$ cat src/rtl/mem_bus_arbiter_if.sv
// Bus bundle between the arbiter, its two masters (debug controller, core) and the word memory.
// slave is the arbiter's view; master is the environment that drives requests and memory data.
interface mem_bus_arbiter_if #(
    parameter int BUS_WIDTH = 32,
    parameter int PAGE_BITS = 8
);
    // Requests are levels held until the one-cycle response pulse; the arbiter never back-pressures
    // with a ready, the response itself is the completion handshake.
    logic                 ctrl_select;
    logic                 ctrl_read;
    logic                 ctrl_write;
    logic [PAGE_BITS-1:0] ctrl_page_number;
    logic [BUS_WIDTH-1:0] ctrl_address;
    logic [BUS_WIDTH-1:0] ctrl_write_data;
    logic [BUS_WIDTH-1:0] ctrl_read_data;
    logic                 ctrl_response;

    logic                 core_read;
    logic                 core_write;
    logic [BUS_WIDTH-1:0] core_address;
    logic [BUS_WIDTH-1:0] core_write_data;
    logic [BUS_WIDTH-1:0] core_read_data;
    logic                 core_response;

    logic                 access_error;

    logic                 mem_read;
    logic                 mem_write;
    logic [BUS_WIDTH-1:0] mem_address;
    logic [BUS_WIDTH-1:0] mem_write_data;
    logic [BUS_WIDTH-1:0] mem_read_data;

    modport slave (
        input  ctrl_select, ctrl_read, ctrl_write, ctrl_page_number, ctrl_address, ctrl_write_data,
        output ctrl_read_data, ctrl_response,
        input  core_read, core_write, core_address, core_write_data,
        output core_read_data, core_response,
        output access_error,
        output mem_read, mem_write, mem_address, mem_write_data,
        input  mem_read_data
    );

    modport master (
        output ctrl_select, ctrl_read, ctrl_write, ctrl_page_number, ctrl_address, ctrl_write_data,
        input  ctrl_read_data, ctrl_response,
        output core_read, core_write, core_address, core_write_data,
        input  core_read_data, core_response,
        input  access_error,
        input  mem_read, mem_write, mem_address, mem_write_data,
        output mem_read_data
    );
endinterface

$ cat src/rtl/mem_bus_arbiter.sv
// Two-master arbiter in front of a single-port word memory: one access at a time, serialised
// through IDLE/ISSUE/WAIT/RESP|ERR/DONE, with a one-cycle response pulse to the owning master.
module mem_bus_arbiter #(
    parameter int BUS_WIDTH   = 32,
    parameter int MEMORY_SIZE = 4096,
    parameter int PAGE_BITS   = 8,
    parameter int PAGE_WORDS  = 256,
    parameter int MEM_LATENCY = 1
) (
    input  logic                  clk,
    input  logic                  reset,
    mem_bus_arbiter_if.slave      bus,
    output logic [2:0]            o_state
);
    localparam int OFF_BITS = $clog2(PAGE_WORDS);
    localparam int CNT_W    = $clog2(MEM_LATENCY + 1);

    typedef enum logic [2:0] {
        S_IDLE  = 3'd0,
        S_ISSUE = 3'd1,
        S_WAIT  = 3'd2,
        S_RESP  = 3'd3,
        S_ERR   = 3'd4,
        S_DONE  = 3'd5
    } state_t;

    state_t               r_state;
    logic                 r_owner;
    logic                 r_is_write;
    logic [CNT_W-1:0]     r_cnt;
    logic                 r_mem_read;
    logic                 r_mem_write;
    logic [BUS_WIDTH-1:0] r_mem_address;
    logic [BUS_WIDTH-1:0] r_mem_write_data;
    logic [BUS_WIDTH-1:0] r_ctrl_read_data;
    logic [BUS_WIDTH-1:0] r_core_read_data;
    logic                 r_ctrl_response;
    logic                 r_core_response;
    logic                 r_access_error;

    logic [BUS_WIDTH-1:0] w_core_index;
    logic [BUS_WIDTH-1:0] w_ctrl_offset;
    logic [BUS_WIDTH-1:0] w_ctrl_index;
    logic                 w_ctrl_high_err;
    logic                 w_sel;
    logic                 w_req;
    logic                 w_wr;
    logic [BUS_WIDTH-1:0] w_index;
    logic [BUS_WIDTH-1:0] w_wdata;
    logic                 w_err;

    // Ownership is decided from ctrl_select live in IDLE and frozen in r_owner for the access.
    assign w_sel           = bus.ctrl_select;
    assign w_core_index    = bus.core_address >> 2;
    assign w_ctrl_offset   = (bus.ctrl_address >> 2) & BUS_WIDTH'(PAGE_WORDS - 1);
    assign w_ctrl_index    = (BUS_WIDTH'(bus.ctrl_page_number) << OFF_BITS) | w_ctrl_offset;
    assign w_ctrl_high_err = |(bus.ctrl_address >> (OFF_BITS + 2));

    assign w_req   = w_sel ? (bus.ctrl_read | bus.ctrl_write) : (bus.core_read | bus.core_write);
    assign w_wr    = w_sel ? bus.ctrl_write : bus.core_write;
    assign w_index = w_sel ? w_ctrl_index : w_core_index;
    assign w_wdata = w_sel ? bus.ctrl_write_data : bus.core_write_data;
    assign w_err   = (w_sel & w_ctrl_high_err) | (w_index >= BUS_WIDTH'(MEMORY_SIZE));

    always_ff @(posedge clk) begin
        if (reset) begin
            r_state          <= S_IDLE;
            r_owner          <= 1'b0;
            r_is_write       <= 1'b0;
            r_cnt            <= '0;
            r_mem_read       <= 1'b0;
            r_mem_write      <= 1'b0;
            r_mem_address    <= '0;
            r_mem_write_data <= '0;
            r_ctrl_read_data <= '0;
            r_core_read_data <= '0;
            r_ctrl_response  <= 1'b0;
            r_core_response  <= 1'b0;
            r_access_error   <= 1'b0;
        end else begin
            r_mem_read      <= 1'b0;
            r_mem_write     <= 1'b0;
            r_ctrl_response <= 1'b0;
            r_core_response <= 1'b0;
            r_access_error  <= 1'b0;
            case (r_state)
                S_IDLE: begin
                    r_owner <= w_sel;
                    if (w_req) begin
                        r_is_write <= w_wr;
                        if (w_err) begin
                            r_state        <= S_ERR;
                            r_access_error <= 1'b1;
                            if (w_sel) begin
                                r_ctrl_response  <= 1'b1;
                                r_ctrl_read_data <= '0;
                            end else begin
                                r_core_response  <= 1'b1;
                                r_core_read_data <= '0;
                            end
                        end else begin
                            // Strobe is registered here so it is high exactly during ISSUE.
                            r_state       <= S_ISSUE;
                            r_mem_read    <= ~w_wr;
                            r_mem_write   <= w_wr;
                            r_mem_address <= w_index;
                            if (w_wr) begin
                                r_mem_write_data <= w_wdata;
                            end
                        end
                    end
                end
                S_ISSUE: begin
                    r_cnt   <= CNT_W'(MEM_LATENCY);
                    r_state <= S_WAIT;
                end
                S_WAIT: begin
                    if (r_cnt == CNT_W'(1)) begin
                        r_state <= S_RESP;
                        if (r_owner) begin
                            r_ctrl_response <= 1'b1;
                            if (!r_is_write) begin
                                r_ctrl_read_data <= bus.mem_read_data;
                            end
                        end else begin
                            r_core_response <= 1'b1;
                            if (!r_is_write) begin
                                r_core_read_data <= bus.mem_read_data;
                            end
                        end
                    end else begin
                        r_cnt <= r_cnt - CNT_W'(1);
                    end
                end
                S_RESP:  r_state <= S_DONE;
                S_ERR:   r_state <= S_DONE;
                S_DONE:  r_state <= S_IDLE;
                default: r_state <= S_IDLE;
            endcase
        end
    end

    assign bus.mem_read       = r_mem_read;
    assign bus.mem_write      = r_mem_write;
    assign bus.mem_address    = r_mem_address;
    assign bus.mem_write_data = r_mem_write_data;
    assign bus.ctrl_read_data = r_ctrl_read_data;
    assign bus.core_read_data = r_core_read_data;
    assign bus.ctrl_response  = r_ctrl_response;
    assign bus.core_response  = r_core_response;
    assign bus.access_error   = r_access_error;
    assign o_state            = r_state;
endmodule
$ cat src/flat_wrapper.sv
// flat-port wrapper written by rule: the top's interface ports become plain ports
module mem_bus_arbiter_flat 
#(
    parameter int BUS_WIDTH   = 32,
    parameter int MEMORY_SIZE = 4096,
    parameter int PAGE_BITS   = 8,
    parameter int PAGE_WORDS  = 256,
    parameter int MEM_LATENCY = 1
)
  (clk, reset, o_state, bus_ctrl_select, bus_ctrl_read, bus_ctrl_write, bus_ctrl_page_number, bus_ctrl_address, bus_ctrl_write_data, bus_ctrl_read_data, bus_ctrl_response, bus_core_read, bus_core_write, bus_core_address, bus_core_write_data, bus_core_read_data, bus_core_response, bus_access_error, bus_mem_read, bus_mem_write, bus_mem_address, bus_mem_write_data, bus_mem_read_data);
  mem_bus_arbiter_if #(.BUS_WIDTH(BUS_WIDTH), .PAGE_BITS(PAGE_BITS)) bus_i ();
  input  logic clk;
  input  logic reset;
  output logic [2:0] o_state;
  input wire logic [$bits(bus_i.ctrl_select)-1:0] bus_ctrl_select;
  input wire logic [$bits(bus_i.ctrl_read)-1:0] bus_ctrl_read;
  input wire logic [$bits(bus_i.ctrl_write)-1:0] bus_ctrl_write;
  input wire logic [$bits(bus_i.ctrl_page_number)-1:0] bus_ctrl_page_number;
  input wire logic [$bits(bus_i.ctrl_address)-1:0] bus_ctrl_address;
  input wire logic [$bits(bus_i.ctrl_write_data)-1:0] bus_ctrl_write_data;
  output wire logic [$bits(bus_i.ctrl_read_data)-1:0] bus_ctrl_read_data;
  output wire logic [$bits(bus_i.ctrl_response)-1:0] bus_ctrl_response;
  input wire logic [$bits(bus_i.core_read)-1:0] bus_core_read;
  input wire logic [$bits(bus_i.core_write)-1:0] bus_core_write;
  input wire logic [$bits(bus_i.core_address)-1:0] bus_core_address;
  input wire logic [$bits(bus_i.core_write_data)-1:0] bus_core_write_data;
  output wire logic [$bits(bus_i.core_read_data)-1:0] bus_core_read_data;
  output wire logic [$bits(bus_i.core_response)-1:0] bus_core_response;
  output wire logic [$bits(bus_i.access_error)-1:0] bus_access_error;
  output wire logic [$bits(bus_i.mem_read)-1:0] bus_mem_read;
  output wire logic [$bits(bus_i.mem_write)-1:0] bus_mem_write;
  output wire logic [$bits(bus_i.mem_address)-1:0] bus_mem_address;
  output wire logic [$bits(bus_i.mem_write_data)-1:0] bus_mem_write_data;
  input wire logic [$bits(bus_i.mem_read_data)-1:0] bus_mem_read_data;
  assign bus_i.ctrl_select = bus_ctrl_select;
  assign bus_i.ctrl_read = bus_ctrl_read;
  assign bus_i.ctrl_write = bus_ctrl_write;
  assign bus_i.ctrl_page_number = bus_ctrl_page_number;
  assign bus_i.ctrl_address = bus_ctrl_address;
  assign bus_i.ctrl_write_data = bus_ctrl_write_data;
  assign bus_ctrl_read_data = bus_i.ctrl_read_data;
  assign bus_ctrl_response = bus_i.ctrl_response;
  assign bus_i.core_read = bus_core_read;
  assign bus_i.core_write = bus_core_write;
  assign bus_i.core_address = bus_core_address;
  assign bus_i.core_write_data = bus_core_write_data;
  assign bus_core_read_data = bus_i.core_read_data;
  assign bus_core_response = bus_i.core_response;
  assign bus_access_error = bus_i.access_error;
  assign bus_mem_read = bus_i.mem_read;
  assign bus_mem_write = bus_i.mem_write;
  assign bus_mem_address = bus_i.mem_address;
  assign bus_mem_write_data = bus_i.mem_write_data;
  assign bus_i.mem_read_data = bus_mem_read_data;
  mem_bus_arbiter #(.BUS_WIDTH(BUS_WIDTH), .MEMORY_SIZE(MEMORY_SIZE), .PAGE_BITS(PAGE_BITS), .PAGE_WORDS(PAGE_WORDS), .MEM_LATENCY(MEM_LATENCY)) u_core (.clk(clk), .reset(reset), .bus(bus_i), .o_state(o_state));
endmodule
$ cat config.mk
export PLATFORM = sky130hd
export DESIGN_NAME = mem_bus_arbiter_flat
export DESIGN_NICKNAME = d
export VERILOG_FILES = /design/src/rtl/mem_bus_arbiter_if.sv /design/src/rtl/mem_bus_arbiter.sv /design/src/flat_wrapper.sv
export SDC_FILE = /design/constraint.sdc
export NUM_CORES = 1
export LEC_CHECK = 0
export ABC_CLOCK_PERIOD_IN_PS = 5200
export CORE_AREA = 5 5 119 121
export DETAILED_ROUTE_END_ITERATION = 10
export DIE_AREA = 0 0 124 126
export DONT_BUFFER_PORTS = 1
export GPL_ROUTABILITY_DRIVEN = 1
export PLACE_DENSITY = 0.73
export SLEW_MARGIN = 10
export SYNTH_ARGS = -nofsm -noshare
export SYNTH_HDL_FRONTEND = slang
export SYNTH_SLANG_ARGS = --single-unit
$ cat constraint.sdc
create_clock -name clk -period 5.2 [get_ports clk]
set_input_delay 0.26 -clock clk [delete_from_list [all_inputs] [get_ports clk]]
set_output_delay 0.26 -clock clk [all_outputs]
set_load 0.01 [all_outputs]
After elaboration in Yosys (flattened, before gate mapping)
Index checks and enable logic that the tools add are counted.

word-level totals
  flip-flop bits (word level) = 139
  output and inout bits = 136

cells by class
  add/sub/neg operators = 1
  order comparisons = 1
  equality and inequality tests = 12
  multiplexer cells = 36
  bitwise gates (word level) = 9
  reduce and logical (&&, ||, !) cells = 13

operator list
  operator              count
  $mux 32               13
  $pmux 32 s2           2
  $ge 32x13->1 const B  1
  $reduce_or 22->1      1
  $or 16x8->16          1
  $mux 1                14
  $reduce_and 7->1      2
  $pmux 3 s4            1
  $mux 3                3
  $ne 2x1->1 const B    4
  $ne 2x2->1 const B    4
  $eq 3x2->1 const B    2
  $pmux 1 s2            3
  $not 1->1             4
  $reduce_and 2->1      2
  $reduce_and 4->1      1
  $reduce_bool 2->1     2
  $reduce_or 4->1       1
  $eq 3x1->1 const B    1
  $eq 3x3->1 const B    1
  $logic_not 3->1       1
  $or 1x1->1            3
  $reduce_and 3->1      1
  $reduce_or 3->1       1
  other kinds (3)       3

Longest topological paths before layout
Gate-level depths: netlist of the first run.

  depth after elaboration = 7
  depth in mapped cells = 8
  depth with buffers taken out = 5

Worst setup path after synthesis of the first run
No wires, ideal clock.

  path type = input port to flip-flop
  from = in bus_ctrl_address[16]
  to = reg u_core.r_mem_write_data[9] (netlist: u_core.bus.mem_write_data[9])
  data arrival time = 1.945 ns
  path slack = 3.112 ns
  cell stages on the path = 5
  buffers on the path = 1
  cells stage by stage = or4_4 > o41a_4 > nor4_4 > buf_6 > a211oi_1

on the way
  longest elaborated chain between the ends = 5

RTL lines
  element                     RTL line                text
  from (decl)                 flat_wrapper.sv:19      input wire logic [$bits(bus_i.ctrl_address)-1:0] bus_ctrl_address;
  $reduce_or 22->1            mem_bus_arbiter.sv:57   assign w_ctrl_high_err = |(bus.ctrl_address >> (OFF_BITS + 2));
  $and 1x1->1                 mem_bus_arbiter.sv:63   assign w_err = (w_sel & w_ctrl_high_err) | (w_index >= BUS_WIDTH'(MEMORY_SIZE));
  $or 1x1->1                  mem_bus_arbiter.sv:63
  $not 1->1 (no line)         -
  $reduce_and 4->1 (no line)  -
  to (signal assigned)        mem_bus_arbiter.sv:108  r_mem_write_data <= w_wdata;
  to (decl)                   mem_bus_arbiter.sv:34   logic [BUS_WIDTH-1:0] r_mem_write_data;

Every way passes these cells.
A chain may end at the register's enable or synchronous reset.

Worst setup path in the final report of the first run
  from = reg u_core.r_state[1] (netlist: u_core.o_state[1])
  to = reg u_core.r_ctrl_read_data[30] (netlist: u_core.bus.ctrl_read_data[30])

on the way
  longest elaborated chain between the ends = 3
  elaborated cells between the ends (all ways) = 11
  classes of those cells = eq/ne: 7; mux: 1; reduce/logical: 3

RTL lines
  element                                               RTL line                text
  from (decl)                                           mem_bus_arbiter.sv:27   state_t r_state;
  from (signal assigned)                                mem_bus_arbiter.sv:67   r_state <= S_IDLE;
  from (signal assigned)                                mem_bus_arbiter.sv:92   r_state <= S_ERR;
  from (signal assigned)                                mem_bus_arbiter.sv:103  r_state <= S_ISSUE;
  $eq 3x2->1 / $logic_not 3->1 (equally long branches)  mem_bus_arbiter.sv:86   case (r_state)
  $ne 2x1->1 (no line) (tied with other cells)          -
  $reduce_and 7->1 (no line)                            -
  to (signal assigned)                                  mem_bus_arbiter.sv:123  r_ctrl_read_data <= bus.mem_read_data;
  to (decl)                                             mem_bus_arbiter.sv:35   logic [BUS_WIDTH-1:0] r_ctrl_read_data;

Parallel ways exist; a longest one is shown, timed or not.

==> results of run 1 <==
[final timing paths]
check	startpoint	to	slack [ns]	cells past startpoint
hold reg to reg	u_core.r_owner	u_core.r_owner	0.47	2
setup reg to reg	u_core.o_state[1]	u_core.bus.ctrl_read_data[30]	2.25	6
hold / removal	reset	u_core.bus.core_read_data[24]	0.03	2
setup / recovery	u_core.o_state[1]	u_core.bus.ctrl_read_data[30]	2.25	6
[power by group]
part           switching [mW]  leakage, nW  internal (mW)  total, mW
logic                   0.158         1.01         0.0803      0.239
registers              0.0261         1.10           1.06       1.09
clock network           0.430        0.286          0.753       1.18
total                   0.615         2.40           1.90       2.51
[layout by cell type, fill, tap and decap left out, types with 4 or more instances in the layout]
cell,instances
dfxtp_1,137
nand3_1,66
nand2b_1,64
o21ai_2,50
mux2i_1,44
dlygate4sd3_1,34
a41oi_1,32
a211oi_1,24
and2_1,20
clkbuf_16,17
a31oi_1,12
a311oi_1,12
nor4_1,11
nor2_1,10
o21ai_1,10
a211oi_2,9
a21oi_1,7
buf_4,7
o21ai_0,5
nand2_1,4
clkbuf_8,4
[sequential cells by signal, indices dropped and copies added (netlist names)]
name                       flops
u_core.bus.mem_write           1
u_core.r_owner                 1
u_core.bus.ctrl_response       1
u_core.r_cnt                   1
u_core.bus.mem_read            1
u_core.bus.mem_address        30
u_core.bus.mem_write_data     32
u_core.o_state                 3
u_core.bus.core_read_data     32
u_core.bus.core_response       1
u_core.r_is_write              1
u_core.bus.ctrl_read_data     32
u_core.bus.access_error        1
[layer usage]
metal  up-vias  share of wire (%)
met5         -                  0
met4         0                1.6
met3        30                9.6
met2       277                 50
met1      2381                 39
li1       2292                  -
[metrics by stage]
stage / util (%) / setup slack, ns / hold WS, ns / cells
finish: 54.1 / 2.25 / 0.0315 / 802
global route: 54.1 / 1.98 / 0.00849 / 802
CTS: 54.1 / 2.22 / 0.000314 / 802
detailed placement: 46.8 / 2.25 / 0.359 / 736
global placement: 46.8 / 2.39 / 0.351 / 736
floorplan: - / 3.11 / 0.390 / 618
[kinds of logic (layout without fill, tap and decap cells)]
group / Yosys count / in the layout / share of synthesized area (%)
AO/OA/AOI/OAI: 174 / 174 / 23.7
other: 1 / 2 / 0.0610
multiplexers: 45 / 45 / 7.35
buffers and inverters: 68 / 76 / 6.23
flip-flops: 137 / 137 / 44.6
XOR/XNOR: 1 / 1 / 0.143
AND/OR/NAND/NOR: 191 / 191 / 17.8
[repair_timing]
item	4_1_cts	5_1_grt
hold endpoints to repair	112	0
endpoints found under the setup margin	0	0
hold buffers	35	0
buffers inserted	0	0
gates resized for setup	0	0
[layout make-up]
class / count / area share (%)
Tap cell: 176 / 3.14
Clock inverter: 7 / 1.30
Multi-Input combinational cell: 413 / 43.4
Timing Repair Buffer: 42 / 5.88
Inverter: 3 / 0.160
Clock buffer: 24 / 7.01
Sequential cell: 137 / 39.1
==> flow_summary.json, run 1 <==
{
  "outcome": "finished, final reports clean",
  "cp-end-kind": "flop",
  "met1_usage_pct": 25.3,
  "cp-start-kind": "flop",
  "fin_setup_tns_ns": 0,
  "dpl.hpwl_mm": 11.8,
  "grtUsageMet2_pct": 36.4,
  "drtIter0Drc": 388,
  "grt_max_degree": 69,
  "fillers": 1119,
  "diodes": 0,
  "wl_per_cell_um": 21.7,
  "grt-ovfl-total": 0,
  "slowest_stage": "o31a_2",
  "yosysMostFrequentCell": "dfxtp_1",
  "grt_pass1_vias": 5115,
  "htreeDepth": 4,
  "final_cell_area_mm2": 0.00702,
  "crit_path_max_fanout": 33,
  "antenna_found_initial": 0,
  "dpl_cell_area_mm2": 0.00607,
  "hp-class": "in2reg",
  "netlist_top_cells_area": "dfxtp_1 (45%), mux2i_1 (7.2%), o21ai_2 (7.1%)",
  "tightest_slew_ns": 1.12,
  "layout-drive-gt1-share_pct": 17.3,
  "wl_mm": 17.4,
  "cts_tree": "done",
  "core_area_mm2": 0.0130,
  "critical_path_class": "reg2reg",
  "period_share_pct": 56.8,
  "rows": 42,
  "total_power_mw": 2.51,
  "syn_area_per_cell_um2": 9.96,
  "yosysSeqAreaShare_pct": 44.6,
  "fin_skew_ns": 0.0133,
  "power_density_mw_per_mm2": 358,
  "worstPathArrival_ns": 3.19,
  "worstPathRequired_ns": 5.44,
  "netlist_instances": 617,
  "timing.critical_path.buf_inv": 1,
  "finalCriticalPeriod_ns": 2.95,
  "max_freq_ghz": 0.339,
  "drc": 0,
  "fin_nets": 789,
  "slew_violations": 0,
  "netlist.area_leader.share_pct": 44.6,
  "gp_congestion": 0.851,
  "met3_usage_pct": 7.35,
  "cap_violations": 0,
  "max_stage_delay_ns": 0.98,
  "die-area_mm2": 0.0156,
  "setup_viol": 0,
  "die_h_um": 126,
  "synth_edf_count": 0,
  "crit_family": "compound AO/OA/AOI/OAI gates",
  "numPortBuffers": 0,
  "insertion_delay_ns": 0.41,
  "ios": 311,
  "postRouteAntennaNets": 0,
  "syn_area_mm2": 0.00614,
  "seq_area_mm2": 0.00274,
  "yosys-top-cells-count": "dfxtp_1 (137), nand3_1 (66), nand2b_1 (64), o21ai_2 (50), mux2i_1 (44)",
  "crit_chain": "nand3_1 -> o32a_1 -> nor3_2 -> buf_4 -> o31a_2 -> o21ai_0",
  "cts_sinks": 137,
  "clk_transition_reported_paths_ns": 0.05,
  "vias_per_cell": 6.21,
  "clockBufferDepth": 2,
  "vias": 4980,
  "yosysTopAreaCell": "dfxtp_1",
  "busiest_layer": "met2",
  "rsz0062_at_grt": "false",
  "final_hold_viol_count": 0,
  "ys_warn_count": 0,
  "ir_drop_mv": 0.195,
  "synthToLayoutAreaGrowth_pct": 14.2,
  "synthFlopType": "dfxtp_1",
  "grt_pass1_wl_mm": 26.8,
  "root_buffer": "clkbuf_16",
  "multi_input_area_mm2": 0.00305,
  "slew_headroom_pct": 25.6,
  "initial_core_util_pct": 47.3,
  "die_w_um": 124,
  "synth_seq_cells": 137,
  "synth_cell_types": 46,
  "dr.pass1.iters": 7,
  "cts_buffers": 17,
  "p_leak_nw": 2.40,
  "grt_usage_pct": 21.6,
  "async_flop_share_pct": 0
}
(Power assumes the default switching activity.)
==> inputs of run 2 (changes only) <==
Settings changed: ABC_CLOCK_PERIOD_IN_PS 5200 to 2800, CORE_AREA 5 5 119 121 to 5 5 118 120, DIE_AREA 0 0 124 126 to 0 0 123 125.
Clock period 5.2 ns to 2.8 ns, I/O delays scaled along.
==> flow_summary.json, run 2 (synthesis gave the netlist of run 1 again) <==
{
  "violations": "negative hold slack",
  "root_buffer": "clkbuf_16",
  "ir_drop_mv": 0.456,
  "die_h_um": 125,
  "max_stage_delay_ns": 0.89,
  "fin_nets": 851,
  "die-area_mm2": 0.0154,
  "critical_path_class": "reg2reg",
  "layout_commonest_cell": "dfxtp_1",
  "fillers": 1029,
  "cp-start-kind": "flop",
  "final_cell_mix": "dfxtp_1 (137), dlygate4sd3_1 (92), nand3_1 (66), nand2b_1 (64), o21ai_2 (50)",
  "post_cts_resize_count": 0,
  "grt_max_degree": 119,
  "synthToLayoutAreaGrowth_pct": 24.0,
  "grt_usage_pct": 24.3,
  "initial_core_util_pct": 47.7,
  "antenna_found_initial": 0,
  "slowest_stage": "o31a_2",
  "fin_ws_ns": 0.388,
  "worstPathArrival_ns": 2.66,
  "wl_per_cell_um": 22.2,
  "timing.critical_path.buf_inv": 1,
  "drc": 0,
  "ios": 311,
  "crit_path_max_fanout": 32,
  "rows": 42,
  "cap_violations": 0,
  "power_density_mw_per_mm2": 617,
  "max_freq_ghz": 0.415,
  "grt_pass1_vias": 5430,
  "rrSetupSlack_ns": 0.39,
  "total_power_mw": 4.70,
  "cts_tree": "done",
  "dpl_worst_slack_ns": 0.350,
  "period_share_pct": 86.2,
  "finalCriticalPeriod_ns": 2.41,
  "slew_headroom_pct": 28.4,
  "slew_violations": 0,
  "die_w_um": 123,
  "clockBufferDepth": 2,
  "outcome": "finished with violations",
  "cts_buffers": 17,
  "tightest_slew_ns": 1.07,
  "crit_chain": "buf_4 -> o32a_1 -> nor3_2 -> o31a_2 -> o21ai_0",
  "rsz0062_at_grt": "false",
  "p_leak_nw": 2.65,
  "cts_setup_buffers": 0,
  "htreeDepth": 4,
  "final_hold_viol_count": 1,
  "layout-drive-gt1-share_pct": 16.2,
  "gp_congestion": 0.791,
  "clk_transition_reported_paths_ns": 0.06,
  "setup_viol": 0,
  "dr.pass1.iters": 5,
  "vias": 5285,
  "crit_family": "compound AO/OA/AOI/OAI gates",
  "grt_pass1_wl_mm": 29.7,
  "numPortBuffers": 0,
  "drtIter0Drc": 447,
  "wl_mm": 19.1,
  "dpl.hpwl_mm": 11.9,
  "fin_util_pct": 59.2,
  "worstPathRequired_ns": 3.04,
  "insertion_delay_ns": 0.42,
  "whs_ns": -0.0146,
  "postRouteAntennaNets": 0,
  "vias_per_cell": 6.12,
  "hp-class": "in2reg",
  "cp-end-kind": "flop",
  "grt-ovfl-total": 0,
  "core_area_mm2": 0.0129,
  "fin_skew_ns": 0.00710,
  "fin_setup_tns_ns": 0,
  "cts_sinks": 137
}
run 2: changes by cell type in the layout (fill, tap and decap cells not counted):
cell / before / now
buf_4: 7 / 10
diode_2: 0 / 1
dlygate4sd3_1: 34 / 92
clkbuf_8: 4 / 1
clkinv_2: 3 / 5
buf_16: 0 / 1
run 2: path summary, 6_finish.rpt:
path | startpoint | endpoint | depth (start not counted)
max | u_core.o_state[1] | u_core.bus.ctrl_read_data[29] | 5
min | bus_core_write_data[29] | u_core.bus.mem_write_data[29] | 2
max reg2reg | u_core.o_state[1] | u_core.bus.ctrl_read_data[29] | 5
min reg2reg | u_core.r_owner | u_core.r_owner | 2
run 2: where the power goes:
| group | total (mW) | switching, mW | internal (mW) |
|---|---|---|---|
| clock network | 2.11 | 0.799 | 1.32 |
| registers | 2.02 | 0.0409 | 1.98 |
| logic | 0.569 | 0.343 | 0.226 |
| total | 4.70 | 1.18 | 3.52 |
run 2: final cells by class:
class	instances	area (um^2)	share of cell area (%)
inverter	3	11.3	0.148
clock inverter	9	101	1.33
multi-input combinational	413	3050	40.0
timing repair buffer	104	1040	13.7
antenna	1	2.50	0.0328
sequential	137	2740	36.0
tap	176	220	2.89
clock buffer	21	450	5.91
run 2: routing by layer:
layer | vias up | global-route usage (%) | wire, um
li1 | 2415 | - | -
met1 | 2511 | 27.4 | 7080
met2 | 315 | 40.5 | 9540
met3 | 44 | 9.44 | 2000
met4 | 0 | 10.7 | 521
met5 | - | 0 | 0
run 2: what timing repair did:
| action | CTS | global route |
|---|---|---|
| hold endpoints to repair | 124 | 0 |
| endpoints found under the setup margin | 0 | 0 |
| hold buffers | 93 | 0 |
run 2: metrics by stage:
| step | hold slack, ns | instances | cell area, um^2 |
|---|---|---|---|
| 2_1_floorplan | 0.270 | 618 | 6150 |
| 3_3_place_gp | 0.229 | 740 | 6120 |
| 3_5_place_dp | 0.231 | 740 | 6120 |
| 4_1_cts | 0.000380 | 863 | 7620 |
| 5_1_grt | 0.00282 | 863 | 7620 |
| 6_report | -0.0146 | 864 | 7620 |
==> inputs of run 3 (changes only) <==
Settings changed: ABC_AREA set to 1, CORE_AREA 5 5 118 120 to 5 5 117 119, DIE_AREA 0 0 123 125 to 0 0 122 124, PLACE_DENSITY 0.73 to 0.77.
==> flow_summary.json, run 3 <==
{
  "max_freq_ghz": 0.465,
  "gp_congestion": 0.828,
  "grt_max_degree": 79,
  "synth_edf_count": 0,
  "crit_chain": "nor2_1 -> inv_2 -> nor2_4 -> inv_2 -> nor2_4 -> a21oi_1 -> nor2_4 -> buf_12 -> nand2_2 -> nand2_1 -> nand2_1 -> nor2_1",
  "postRouteAntennaNets": 0,
  "clockBufferDepth": 2,
  "netlist_top_cells_area": "dfxtp_1 (43%), nand2_1 (21%), nor2_1 (11%)",
  "critical_path_class": "reg2reg",
  "synth_seq_cells": 137,
  "syn_area_mm2": 0.00640,
  "drtIter0Drc": 577,
  "slew_headroom_pct": 57.7,
  "final_hold_viol_count": 0,
  "min_path_cells": 4,
  "slew_violations": 0,
  "fin_skew_ns": 0.00755,
  "multi_input_area_mm2": 0.00294,
  "cp-start-kind": "flop",
  "cp-end-kind": "flop",
  "grt_usage_pct": 25.6,
  "die_h_um": 124,
  "netlist_instances": 1024,
  "fin_nets": 1271,
  "die-area_mm2": 0.0151,
  "antenna_found_initial": 0,
  "htreeDepth": 4,
  "yosysMostFrequentCell": "nand2_1",
  "insertion_delay_ns": 0.41,
  "layout-drive-gt1-share_pct": 4.78,
  "timing.critical_path.buf_inv": 3,
  "netlist.area_leader.share_pct": 42.9,
  "topRoutingLayerUsed": "met4",
  "routed-wl-met3_mm": 2.04,
  "rsz0062_at_grt": "false",
  "ios": 311,
  "grt-ovfl-total": 0,
  "cp_num_cells": 12,
  "fillers": 1049,
  "max_stage_delay_ns": 0.36,
  "die_w_um": 122,
  "fin_setup_tns_ns": 0,
  "outcome": "finished, final reports clean",
  "cap_violations": 0,
  "seq_area_mm2": 0.00274,
  "rows": 41,
  "wl_mm": 19.9,
  "core_area_mm2": 0.0125,
  "initial_core_util_pct": 51.3,
  "fin_util_pct": 65.1,
  "drt-met1-wl_mm": 7.70,
  "synthFlopType": "dfxtp_1",
  "synth_cell_types": 25,
  "synthToLayoutAreaGrowth_pct": 26.8,
  "clk_transition_reported_paths_ns": 0.06,
  "yosysSeqAreaShare_pct": 42.9,
  "grt_pass1_wl_mm": 30.7,
  "grt_pass1_vias": 6116,
  "post_cts_resize_count": 0,
  "wl_met2_mm": 9.40,
  "worstPathRequired_ns": 3.15,
  "period_share_pct": 76.9,
  "cts_buffers": 17,
  "drc": 0,
  "root_buffer": "clkbuf_16",
  "syn_area_per_cell_um2": 6.25,
  "finalCriticalPeriod_ns": 2.15,
  "reg2reg_depth": 12,
  "yosysTopAreaCell": "dfxtp_1",
  "tightest_slew_ns": 0.635,
  "vias": 6533,
  "worstPathArrival_ns": 2.50,
  "slowest_stage": "dfxtp_1",
  "setup_viol": 0,
  "wl_per_cell_um": 15.6,
  "diodes": 0,
  "numPortBuffers": 0,
  "cts_tree": "done",
  "rrSetupSlack_ns": 0.65,
  "crit_path_max_fanout": 55,
  "ir_drop_mv": 0.437,
  "crit_family": "simple AND/OR/NAND/NOR gates",
  "vias_per_cell": 5.10,
  "layout_commonest_cell": "nand2_1",
  "p_leak_nw": 4.16,
  "yosys-top-cells-count": "nand2_1 (352), nor2_1 (184), dfxtp_1 (137), inv_1 (114), nand3_1 (70)",
  "cpMostUsedCell": "nor2_4",
  "dr.pass1.iters": 5,
  "power_density_mw_per_mm2": 899,
  "ys_warn_count": 0,
  "dpl.hpwl_mm": 11.9,
  "async_flop_share_pct": 0,
  "hp-class": "in2reg",
  "cts_sinks": 137,
  "final_cell_mix": "nand2_1 (352), nor2_1 (184), dfxtp_1 (137), inv_1 (113), dlygate4sd3_1 (106)"
}
[run 3: changes by cell type in the layout (fill, tap and decap cells not counted), sizes merged, moves of 14 or more]
cell         change
dlygate4sd3     +14
mux2i           -44
a21oi           +48
a41oi           -32
and2            -20
nand2b          -64
inv            +116
nor2           +178
o21ai           -41
a211oi          -33
nand2          +350
[run 3: cell type report]
cell class | instances | area share [%]
Sequential cell | 137 | 33.8
Inverter | 119 | 5.54
Multi-Input combinational cell | 706 | 36.3
Tap cell | 172 | 2.65
Timing Repair Buffer | 115 | 14.5
Clock inverter | 8 | 1.48
Clock buffer | 23 | 5.77
[run 3: what timing repair did]
action / CTS / global route
endpoints found under the hold margin: 94 / 0
hold buffers: 107 / 0
setup buffers: 0 / 0
[run 3: metal layers]
layer,vias up,track usage (%)
met5,-,0
li1,3235,-
met3,62,8.86
met1,2891,29.4
met4,0,13.8
met2,345,42.2
[run 3: stage by stage]
| stage | instance area, um^2 | setup slack (ns) | std cells | power, mW | hold WS (ns) |
|---|---|---|---|---|---|
| global route | 8110 | 0.426 | 1280 | 7.79 | 0.0243 |
| detailed placement | 6460 | 0.682 | 1142 | 4.90 | 0.219 |
| global placement | 6460 | 0.738 | 1142 | 4.84 | 0.217 |
| finish | 8110 | 0.648 | 1280 | 7.29 | 0.0161 |
| CTS | 8120 | 0.661 | 1280 | 7.28 | 0.000659 |
| floorplan | 6400 | 1.09 | 1025 | 4.52 | 0.363 |
[run 3: worst paths after layout]
kind,startpoint,endpoint
worst max-delay path,u_core.o_state[0],u_core.bus.ctrl_read_data[12]
worst min-delay path,bus_mem_read_data[19],u_core.bus.ctrl_read_data[19]
worst max register to register,u_core.o_state[0],u_core.bus.ctrl_read_data[12]
worst min register to register,u_core.bus.mem_address[12],u_core.bus.mem_address[12]
[run 3: report_power, final]
group          total, mW  leakage [nW]  switching, mW  internal (mW)
Combinational       2.19          2.76           1.32          0.876
Sequential          2.86          1.12          0.498           2.37
Clock               2.24         0.283          0.797           1.44
Total               7.29          4.16           2.61           4.68
[run 3: kinds of logic (layout without fill, tap and decap cells)]
| kind of cell | after synthesis | after routing | synth area share (%) |
|---|---|---|---|
| buffers and inverters | 182 | 265 | 11.5 |
| flip-flops | 137 | 137 | 42.9 |
| other | 1 | 2 | 0.0586 |
| AND/OR/NAND/NOR | 623 | 623 | 39.2 |
| AO/OA/AOI/OAI | 81 | 81 | 6.39 |
[run 3: worst min-delay path, cell delays in order]
cell and delay [ns]:
nand2_1 0.08, nand3_1 0.08, nand2_1 0.06, nor2_1 0.03
